[config.mk]
export PLATFORM = sky130hd
export DESIGN_NAME = forward_scoreboard
export DESIGN_NICKNAME = d
export VERILOG_FILES = /design/src/rtl/pipe_pkg.sv /design/src/rtl/fwd_select.sv /design/src/rtl/forward_scoreboard.sv
export SDC_FILE = /design/constraint.sdc
export NUM_CORES = 1
export LEC_CHECK = 0
export CELL_PAD_IN_SITES_DETAIL_PLACEMENT = 0
export CELL_PAD_IN_SITES_GLOBAL_PLACEMENT = 1
export CORE_UTILIZATION = 38
export DETAILED_ROUTE_END_ITERATION = 10
export PLACE_DENSITY_LB_ADDON = 0.1
export SLEW_MARGIN = 15
export SYNTH_ARGS = -nofsm -noshare
export SYNTH_HDL_FRONTEND = slang
export SYNTH_SLANG_ARGS = --single-unit
export TNS_END_PERCENT = 10
[constraint.sdc]
create_clock -name clk_i -period 2.9 [get_ports clk_i]
set_input_delay 0.29 -clock clk_i [delete_from_list [all_inputs] [get_ports clk_i]]
set_output_delay 0.29 -clock clk_i [all_outputs]
set_load 0.01 [all_outputs]
[src/rtl/pipe_pkg.sv]
// Shared pipeline types for the forwarding scoreboard.
// Entry record, forward-select and ready-stage encodings.
package pipe_pkg;

    // Widest register index and ready field an entry can hold.
    localparam int MAX_AW    = 8;
    localparam int MAX_SEL_W = 4;

    // Select value meaning "read the register file".
    localparam int SEL_RF = 0;

    // Stage at which a result first becomes forwardable.
    localparam int READY_ALU  = 0;
    localparam int READY_LOAD = 1;

    typedef struct packed {
        logic                 valid;
        logic                 regwrite;
        logic [MAX_AW-1:0]    rd;
        logic [MAX_SEL_W-1:0] ready;
    } entry_t;

endpackage

[src/rtl/fwd_select.sv]
// Priority match of one source register over the in-flight entries.
// The youngest matching producer decides the select or a not-ready flag.
module fwd_select
    import pipe_pkg::*;
#(
    parameter int REG_AW = 5,
    parameter int DEPTH  = 3,
    parameter int SEL_W  = 2
) (
    input  entry_t [DEPTH-1:0] i_entries,
    input  logic [REG_AW-1:0]  i_src,
    output logic [SEL_W-1:0]   o_sel,
    output logic               o_not_ready
);

    // Scan oldest to youngest so the youngest match overrides older ones.
    always_comb begin
        o_sel       = SEL_W'(SEL_RF);
        o_not_ready = 1'b0;
        for (int k = DEPTH - 1; k >= 0; k--) begin
            if (i_entries[k].valid && i_entries[k].regwrite &&
                (i_entries[k].rd != '0) &&
                (i_entries[k].rd == MAX_AW'(i_src))) begin
                if (i_entries[k].ready <= MAX_SEL_W'(k)) begin
                    o_sel       = SEL_W'(k + 1);
                    o_not_ready = 1'b0;
                end else begin
                    o_sel       = SEL_W'(SEL_RF);
                    o_not_ready = 1'b1;
                end
            end
        end
    end

endmodule

[src/rtl/forward_scoreboard.sv]
// Tracks in-flight producers and chooses operand forwarding or a stall.
// Entry 0 is the youngest (EX); the oldest entry retires every cycle.
module forward_scoreboard
    import pipe_pkg::*;
#(
    parameter int REG_AW = 5,
    parameter int DEPTH  = 3,
    localparam int SEL_W = $clog2(DEPTH + 1)
) (
    input  logic              clk_i,
    input  logic              rst_n,
    input  logic              issue_valid_i,
    input  logic              issue_regwrite_i,
    input  logic [REG_AW-1:0] issue_rd_i,
    input  logic [SEL_W-1:0]  issue_ready_i,
    input  logic [REG_AW-1:0] src_a_i,
    input  logic [REG_AW-1:0] src_b_i,
    input  logic              flush_i,
    output logic [SEL_W-1:0]  fwd_a_o,
    output logic [SEL_W-1:0]  fwd_b_o,
    output logic              stall_o,
    output logic [15:0]       stall_cnt_o
);

    entry_t [DEPTH-1:0] r_entries;
    logic [15:0]        r_stall_cnt;

    entry_t             w_new;
    logic [SEL_W-1:0]   w_sel_a;
    logic [SEL_W-1:0]   w_sel_b;
    logic               w_nr_a;
    logic               w_nr_b;
    logic               w_stall;
    logic               w_load;

    fwd_select #(
        .REG_AW (REG_AW),
        .DEPTH  (DEPTH),
        .SEL_W  (SEL_W)
    ) u_sel_a (
        .i_entries   (r_entries),
        .i_src       (src_a_i),
        .o_sel       (w_sel_a),
        .o_not_ready (w_nr_a)
    );

    fwd_select #(
        .REG_AW (REG_AW),
        .DEPTH  (DEPTH),
        .SEL_W  (SEL_W)
    ) u_sel_b (
        .i_entries   (r_entries),
        .i_src       (src_b_i),
        .o_sel       (w_sel_b),
        .o_not_ready (w_nr_b)
    );

    // Stall on a not-ready producer; a flushed slot never stalls.
    always_comb begin
        w_stall = issue_valid_i && !flush_i && (w_nr_a || w_nr_b);
        w_load  = issue_valid_i && !w_stall && !flush_i;

        w_new          = '0;
        w_new.valid    = w_load;
        w_new.regwrite = issue_regwrite_i;
        w_new.rd       = MAX_AW'(issue_rd_i);
        w_new.ready    = MAX_SEL_W'(issue_ready_i);

        stall_o = w_stall;
        fwd_a_o = w_stall ? SEL_W'(SEL_RF) : w_sel_a;
        fwd_b_o = w_stall ? SEL_W'(SEL_RF) : w_sel_b;
    end

    // Shift the producer pipeline; entry 0 takes the issue or a bubble.
    always_ff @(posedge clk_i) begin
        if (!rst_n) begin
            r_entries <= '0;
        end else begin
            for (int k = DEPTH - 1; k >= 1; k--) begin
                r_entries[k] <= r_entries[k-1];
            end
            r_entries[0] <= w_new;
        end
    end

    // Saturating count of stalled cycles.
    always_ff @(posedge clk_i) begin
        if (!rst_n) begin
            r_stall_cnt <= '0;
        end else if (w_stall && (r_stall_cnt != 16'hFFFF)) begin
            r_stall_cnt <= r_stall_cnt + 16'd1;
        end
    end

    assign stall_cnt_o = r_stall_cnt;

endmodule

==> results.md, run 1 <==
- The final net count is 332.
- The data arrival time of the worst path is 2490 ps.
- The maximum clock frequency is 360 MHz.
- After Yosys synthesis, XOR and XNOR cells account for 12.2% of the synthesized area.
- The final hold violation count is 0.
- The maximum buffer depth of the clock tree is 2.
- In this run the static leakage power is 1.11 nW.
- The power share of the sequential group is 53.5%.
- The most used flip-flop cell after synthesis is sky130_fd_sc_hd__dfxtp_1.
- The total of endpoints with negative setup slack in the final report is 0.
- In this run the register-to-register setup slack is 190 ps.
- In this run, synthesis inferred 0 flip-flops with an integrated enable.
- The vias per cell is 5.02.
- The initial antenna violation count is 0.
- Clock-pin slew was measured on the worst setup and hold paths at 90 ps.
- For this design the top-level I/O count stands at 43.
- The H-tree was split into 2 levels.
- The post-synthesis cell area is 2160 µm².
- The count of standard-cell rows is 27.
- The die extent in y is 77.4 µm.
- The area enclosed by the die boundary is 5990 µm².
- The worst path in the final design needs a cycle of 2780 ps, including I/O delays and setup.
- The total clock sinks is 43.
- The critical path launch point type is a flop.
- The total number of vias is 1,918.
- The remaining number of nets flagged by the antenna check after routing is 0.
- After detailed routing, the average wire length per cell comes to 14.6 µm.
- The die extent in x is 77.4 µm.
- The transition time of the tightest slew-check pin is 680 ps.
- The endpoint of the most critical register-to-register path is stall_cnt_o[15].
- Wires add up to 5570 µm.
- The run finished with clean final reports.
- The power per cell area is 389 nW/µm².
- sky130_fd_sc_hd__dfxtp_1 takes more of the synthesized area than any other cell.
- Along the worst hold path, the cell count comes to 1.
- The number of distinct standard cells referenced by the synthesized netlist is 36.
- The final count of pins violating max slew is 0.
- In the synthesized netlist the async set-or-reset flop fraction comes to 0%.
- The complex-gate fraction of the synthesized area is 10.7%.
- The post-route clock skew is 6.51 ps.
- Ranked by instance count, the synthesized netlist is headed by sky130_fd_sc_hd__dfxtp_1 (43), sky130_fd_sc_hd__and2_1 (26), sky130_fd_sc_hd__xnor2_1 (17).
- STA classifies the critical path endpoint as an output pin.
- The core region is 5510 µm².
- The first global-routing pass estimated 8990 µm of wire.
- For hold timing, the worst endpoint is r_entries[28].
- TritonCTS built the clock tree.
- The first routing iteration left 85 violations.
- Measured against its own limit, the worst slew margin works out to 54.7%.
- Counting both buffers and inverters, the worst setup path holds a total of 1.
- The fraction of layout cells with a size suffix above 1 is 17.1%.
- The post-synthesis net count is 264.
- Global routing consumed, over all layers together, 19.3% of the routing resources.
- The clock group share of total power is 35.4%.
- The reported net switching power is 301 µW.
- Counting the fill cells in the layout gives 509.
- For this run the aggregate overflow at the end of global routing stands at 0.
- The CTS buffer count is 5.
- Walking the worst path, the cells encountered are or4_1 > o211ai_2 > nor4_2 > mux2i_1 > o221a_4 > nor2_4 > nor2_1 > dlygate4sd2_1.
- The cell at the root of the clock tree is sky130_fd_sc_hd__clkbuf_8.
- The most frequently used cell type in the post-synthesis netlist is sky130_fd_sc_hd__dfxtp_1.
- After legalization and detailed placement, the total HPWL measured 4150 µm.
- The count of buffers added on input and output ports is 42.
- Net switching is 26.0% of the power.
- Synthesis produced a netlist whose cell count is 241.
- The largest delay contributor family on the critical path is simple AND/OR/NAND/NOR gates.
- The insertion delay of the later-clocked pin in the worst-skew pair is 300 ps.
- After synthesis, the cell types taking the most area are sky130_fd_sc_hd__dfxtp_1 (40%), sky130_fd_sc_hd__and2_1 (7.5%), sky130_fd_sc_hd__xnor2_1 (6.9%), sky130_fd_sc_hd__xor2_1 (5.3%), sky130_fd_sc_hd__or4_1 (3.8%).
- The worst-case IR drop observed on VDD is 273 µV.
- The share of synthesized area spent on multiplexers is 3.71%.
- The proportion of power drawn by combinational gates is 11.2%.
- The number of synthesis warnings is 0.
- At the end of routability-driven placement, the weighted congestion stood at 0.901.
- The number of hold buffers added after CTS is 0.
- The post-route DRC violation count is 0.
- The most critical setup path has its startpoint at r_entries[18].
- Of all nets on the critical path, the largest fanout is 5.
- The combined area of the multi-input logic cells is 1260 µm².
- The hold path startpoint is r_entries[14].
- The critical path is of the flop to output pin type.
- For this run, the slowest stage of the critical path takes 540 ps.
- In the final layout, flip-flops and latches occupy 862 µm².
- The total instance count after detailed placement is 373.
- Sequential cells were found to cover 39.8% of the synthesized design area.
- The pre-antenna-repair detailed-routing pass consisted of 4 iterations.
- After Yosys synthesis, full adders, half adders and majority gates account for 0.579% of the synthesized area.
- Counting cells, the worst reg-to-reg path comes to 8.
- The slowest stage of the critical path is the sky130_fd_sc_hd__or4_1 cell.
- The tightest hold path in the finished design has a slack of 428 ps.
- The via count of the first global-routing pass was 1,764.
- The mean post-synth cell area is 8.97 µm².
- After the flow finishes, the layout carries non-filler instances totaling 382.
- The maximum number of pins on one net before global-route repair is 27.
- The initial core utilization is 39.2%.
- The beginning of the worst register-to-register path is r_entries[18].
- The area share of the largest cell type after synthesis is 39.8%.
- The synthesized-area fraction occupied by and/or/nand/nor cells is 29.4%.
- The flop and latch count out of synthesis is 43.
- The post-placement worst setup slack is -246 ps.
- STA puts the critical path data required time at 2610 ps.
- The max-cap violation count is 0.
- Setup slack on the critical path of the routed design comes to 119 ps.
- The main combinational cell family by area after synthesis is simple AND/OR/NAND/NOR gates.
- From synthesis to final layout, the design area changed by 37.7%.
- The worst min-delay path category is flop to flop.
- The internal portion of total power is 857 µW.
- Setup repair after global routing could not meet its margin everywhere.
- The final worst-path cycle share is 95.9%.
- The number of antenna cells inserted is 0.
## cells in the final DEF, fill, tap and decap left out, drive strengths merged, types with 2 or more instances in the layout
cell / n
or3: 3
nor2: 6
inv: 7
dfxtp: 43
o22ai: 2
xnor2: 17
clkbuf: 7
a21oi: 13
dlygate4sd2: 3
nand2: 14
nand3: 10
and2: 26
buf: 33
o31ai: 8
or4: 11
mux2i: 8
xor2: 13
nand2b: 6
nor3: 9
nand4: 4
and4: 5
clkdlybuf4s50: 37
o21ai: 5
nor4: 10
## worst max path at each step
| stage | to | slack (ps) | cells after the start |
|---|---|---|---|
| final | fwd_a_o[0] | 120 | 8 |
| after global routing | fwd_a_o[0] | -20 | 8 |
| after CTS | fwd_a_o[1] | 50 | 8 |
| after detailed placement | stall_o | -250 | 9 |
| after global placement | fwd_b_o[1] | -220 | 9 |
| after floorplan | fwd_a_o[1] | 430 | 8 |
## area by class of cell
class	count	share of cell area, %
inverter	4	0.505
tap	72	3.03
sequential	43	29.0
clock inverter	3	0.883
clock buffer	5	2.31
timing repair buffer	75	22.0
multi-input combinational	180	42.3
## per-stage QoR
stage | util, % | TNS, ps | power, mW | area (µm²)
after floorplan | - | 0 | 0.689 | 2160
after global placement | 51.7 | -967 | 0.760 | 2850
after detailed placement | 51.7 | -1170 | 0.760 | 2850
after CTS | 54.0 | 0 | 1.17 | 2970
after global routing | 54.0 | -30.4 | 1.22 | 2980
final | 54.0 | 0 | 1.16 | 2980
## flip-flops by register name, indices dropped and copies added (netlist names)
name,flops
r_entries,27
stall_cnt_o,16
## routing by layer
metal	up-vias	part of all wire [%]	track usage (%)
met1	877	53	29.1
met5	-	0	0
met4	0	0.43	5.47
met3	2	4.5	4.47
li1	1002	-	-
met2	37	42	26.9
## worst register-to-register path, stage by stage (launching register included)
cell                       delay [ps]
sky130_fd_sc_hd__dfxtp_1          320
sky130_fd_sc_hd__or4_1            540
sky130_fd_sc_hd__o211ai_2         270
sky130_fd_sc_hd__nor4_2           110
sky130_fd_sc_hd__mux2i_1          160
sky130_fd_sc_hd__o221a_4          300
sky130_fd_sc_hd__buf_4            220
sky130_fd_sc_hd__or4_1            570
sky130_fd_sc_hd__mux2i_1          140
## repair_timing
action	4_1_cts	5_1_grt
resized for setup	11	8
pin swaps	0	1
setup buffers	1	0
endpoints found under the setup margin	5	4
## power by group through the flow
stage	Clock, mW	Combinational [mW]	Sequential [mW]
6_report	0.410	0.129	0.619
5_1_grt	0.455	0.142	0.621
4_1_cts	0.426	0.130	0.619
3_5_place_dp	0	0.128	0.633
3_3_place_gp	0	0.127	0.633
2_1_floorplan	0	0.0605	0.629
## logic make-up after synthesis
family	count (synthesis)
simple gates	107
fa+ha+maj	1
xor+xnor	30
flops	43
mux	8
compound gates	34
buf+inv	18
(Power assumes the default switching activity.)
==> run 2, diff against run 1 <==
--- a/config.mk
+++ b/config.mk
@@ -10,6 +10,7 @@
 export CORE_UTILIZATION = 38
 export DETAILED_ROUTE_END_ITERATION = 10
 export PLACE_DENSITY_LB_ADDON = 0.1
+export SKIP_LAST_GASP = 1
 export SLEW_MARGIN = 15
 export SYNTH_ARGS = -nofsm -noshare
 export SYNTH_HDL_FRONTEND = slang
==> run 2 against run 1 <==
Compared with the run above:
- via count rose by 0.10%
- the flow now finishes with violations (setup timing)
- clock skew barely moved
- highest routed layer unchanged
- critical path type unchanged
- utilization rose by 0.23 points
- critical endpoint is now stall_o
- largest cell class unchanged
==> results.md, run 2 (synthesized netlist as in run 1, its figures left out) <==
- The run finished, with violations left.
- The final reports fail on setup timing.
- The final period demand of the worst path is 3010 ps (+228 ps).
- Setup repair after global routing could not meet its margin everywhere.
- The total I/O pin count is 43 (unchanged).
- The final weighted congestion in routability-driven placement is 0.901 (unchanged).
- The number of port buffers is 42 (unchanged).
- The initial antenna violation count is 0 (unchanged).
- The total of endpoints with negative setup slack in the final report is 2 (+2).
- The critical-path maximum fanout came to 5 (unchanged).
- The insertion delay of the later-clocked pin in the worst-skew pair was 300 ps (about the same).
- The post-route cell area was 2990 µm² (+0.42%).
- From synthesis to final layout, the design area changed by 38.3%.
- The depth of the worst hold-timing path is 1 (unchanged).
- The power per cell area is 388 nW/µm² (-0.23%).
- The global-route wire length before repair was 8900 µm (-0.99%).
- The worst setup path is launched from a flop.
- The number of iterations in the first detailed-routing pass was 4 (unchanged).
- The routed length per instance is 14.7 µm (+1.2%).
- The final net count was 332 (unchanged).
- The number of H-tree levels is 2 (unchanged).
- The cell at the root of the clock tree is sky130_fd_sc_hd__clkbuf_8.
- The area of the core came to 5510 µm² (unchanged).
- The CTS buffer count is 5 (unchanged).
- The library cell used most frequently in the layout, excluding fill and tap cells, is sky130_fd_sc_hd__dfxtp_1.
- The area enclosed by the die boundary is 5990 µm² (unchanged).
- The final count of pins violating max slew came to 0 (unchanged).
- The worst path setup slack after routing is -109 ps (-228 ps).
- The final routed wirelength across all metal layers is 5630 µm (+1.2%).
- The violation count after the first detailed-routing iteration is 112 (+32%).
- The master of the slowest instance on the critical path is sky130_fd_sc_hd__clkdlybuf4s50_1.
- The vias per cell is 5.03 (+0.10%).
- The total number of vias is 1,920 (+0.10%).
- The remaining number of nets flagged by the antenna check after routing is 0 (unchanged).
- The worst path required time is 2610 ps (about the same).
- The flip-flop count of the largest register, all copies and words added is 27 (unchanged).
- Walking the worst path, the cells encountered are or4_1 > o211ai_2 > nor4_2 > mux2i_1 > o221a_4 > nor2_4 > clkdlybuf4s50_1.
- The worst relative slew slack is 54.7% (about the same).
- The type of element capturing the critical path is an output pin.
- The final hold violation count is 0 (unchanged).
- The post-route clock skew is 6.15 ps (-0.365 ps).
- The max-cap violation count is 0 (unchanged).
- The number of antenna cells inserted is 0 (unchanged).
- The die extent in y is 77.4 µm (unchanged).
- The maximum vdd ir drop is 273 µV (about the same).
- The depth of the worst register-to-register path is 8 (unchanged).
- The maximum clock frequency is 332 MHz (-7.6%).
- The clock transition time at the flip-flop clock pins of the worst setup and hold paths is 90 ps (about the same).
- The worst setup path is of the flop to output pin kind.
- The count of standard-cell rows is 27 (unchanged).
- The total clock sinks came to 43 (unchanged).
- The maximum buffer depth of the clock tree is 2 (unchanged).
- TritonCTS built the clock tree.
- The initial core utilization is 39.2% (unchanged).
- The fraction of layout cells with a size suffix above 1 is 15.8% (-1.3 points).
- The detailed placer's ending HPWL is 4150 µm (unchanged).
- The final worst-path cycle share was 104% (+7.9 points).
- The data arrival time of the worst path was 2720 ps (+230 ps).
- The internal reg-to-reg setup slack is 200 ps (about the same).
- The via count of the first global-routing pass was 1,751 (-0.74%).
- The global route total overflow is 0 (unchanged).
- r_entries holds more flip-flops than any other register.
- The transition time of the tightest slew-check pin is 680 ps (-0.103 ps).
- The post-route DRC violation count is 0 (unchanged).
- The overall routing resource usage is 19.1% (-0.15 points).
- The hold slack was 427 ps (-0.157 ps).
- The maximum number of pins on one net before global-route repair is 27 (unchanged).
- The worst min-delay path category is flop to flop.
- The total cell area at the placement stage came to 2850 µm² (unchanged).
- In the layout the commonest cells are sky130_fd_sc_hd__dfxtp_1 (42), sky130_fd_sc_hd__clkdlybuf4s50_1 (39), sky130_fd_sc_hd__buf_4 (33), sky130_fd_sc_hd__and2_1 (26), sky130_fd_sc_hd__xnor2_1 (17).
- The static leakage came to 1.15 nW (+3.1%).
- The die extent in x is 77.4 µm (unchanged).
- The longest individual stage delay on the worst path is 570 ps (+30 ps).
run 2: cell types whose count changed in the layout (fill, tap and decap cells not counted):
cell	change
sky130_fd_sc_hd__dlygate4sd2_1	-3
sky130_fd_sc_hd__dlymetal6s2s_1	+3
sky130_fd_sc_hd__clkbuf_2	-2
sky130_fd_sc_hd__clkdlybuf4s50_1	+2
sky130_fd_sc_hd__nor3_1	+1
sky130_fd_sc_hd__nor3_2	-1
sky130_fd_sc_hd__o21ai_1	+1
sky130_fd_sc_hd__o21ai_2	-1
run 2: report_power, final:
group	internal (mW)	switching, mW	total [mW]
Sequential	0.605	0.0141	0.619
Combinational	0.0732	0.0561	0.129
Clock	0.179	0.233	0.412
run 2: critical path: cells and delay by family, from the launching register on:
| kind | cells | cell delay [ps] |
|---|---|---|
| and+or+nand+nor | 3 | 810 |
| AOI/OAI and AO/OA | 2 | 570 |
| buffers and inverters | 1 | 570 |
| DFF | 1 | 320 |
| muxes | 1 | 160 |
run 2: layout make-up:
| type | count | area, µm² |
|---|---|---|
| inverter | 4 | 15.0 |
| sequential | 43 | 862 |
| timing repair buffer | 75 | 676 |
| multi-input combinational | 180 | 1250 |
| tap | 72 | 90.1 |
| fill | 509 | 2520 |
| clock inverter | 3 | 26.3 |
| clock buffer | 5 | 68.8 |
run 2: final timing paths:
kind | startpoint | end
worst max-delay path | r_entries[18] | stall_o
worst min-delay path | r_entries[14] | r_entries[28]
worst max register to register | r_entries[18] | stall_cnt_o[15]
worst min register to register | r_entries[14] | r_entries[28]
run 2: repair_timing:
action	4_1_cts	5_1_grt
endpoints found under the hold margin	0	0
resized for setup	3	7
setup buffers	1	0
pin swaps	0	2
hold buffers	0	0
endpoints found under the setup margin	5	5
run 2: stage by stage:
stage,setup WS (ps),power (mW),setup TNS (ps),cells,utilization [%]
global route,-262,1.22,-558,382,54.3
floorplan,428,0.689,0,241,-
global placement,-225,0.760,-967,373,51.7
finish,-109,1.16,-209,382,54.3
CTS,-247,1.17,-981,382,53.8
detailed placement,-246,0.760,-1170,373,51.7
run 2: metal layers:
metal	vias up	global-route usage, %	share of wire [%]
li1	999	-	-
met1	878	29.1	53
met2	41	26.8	42
met3	2	4.00	4.5
met4	0	5.28	0.43
met5	-	0	0
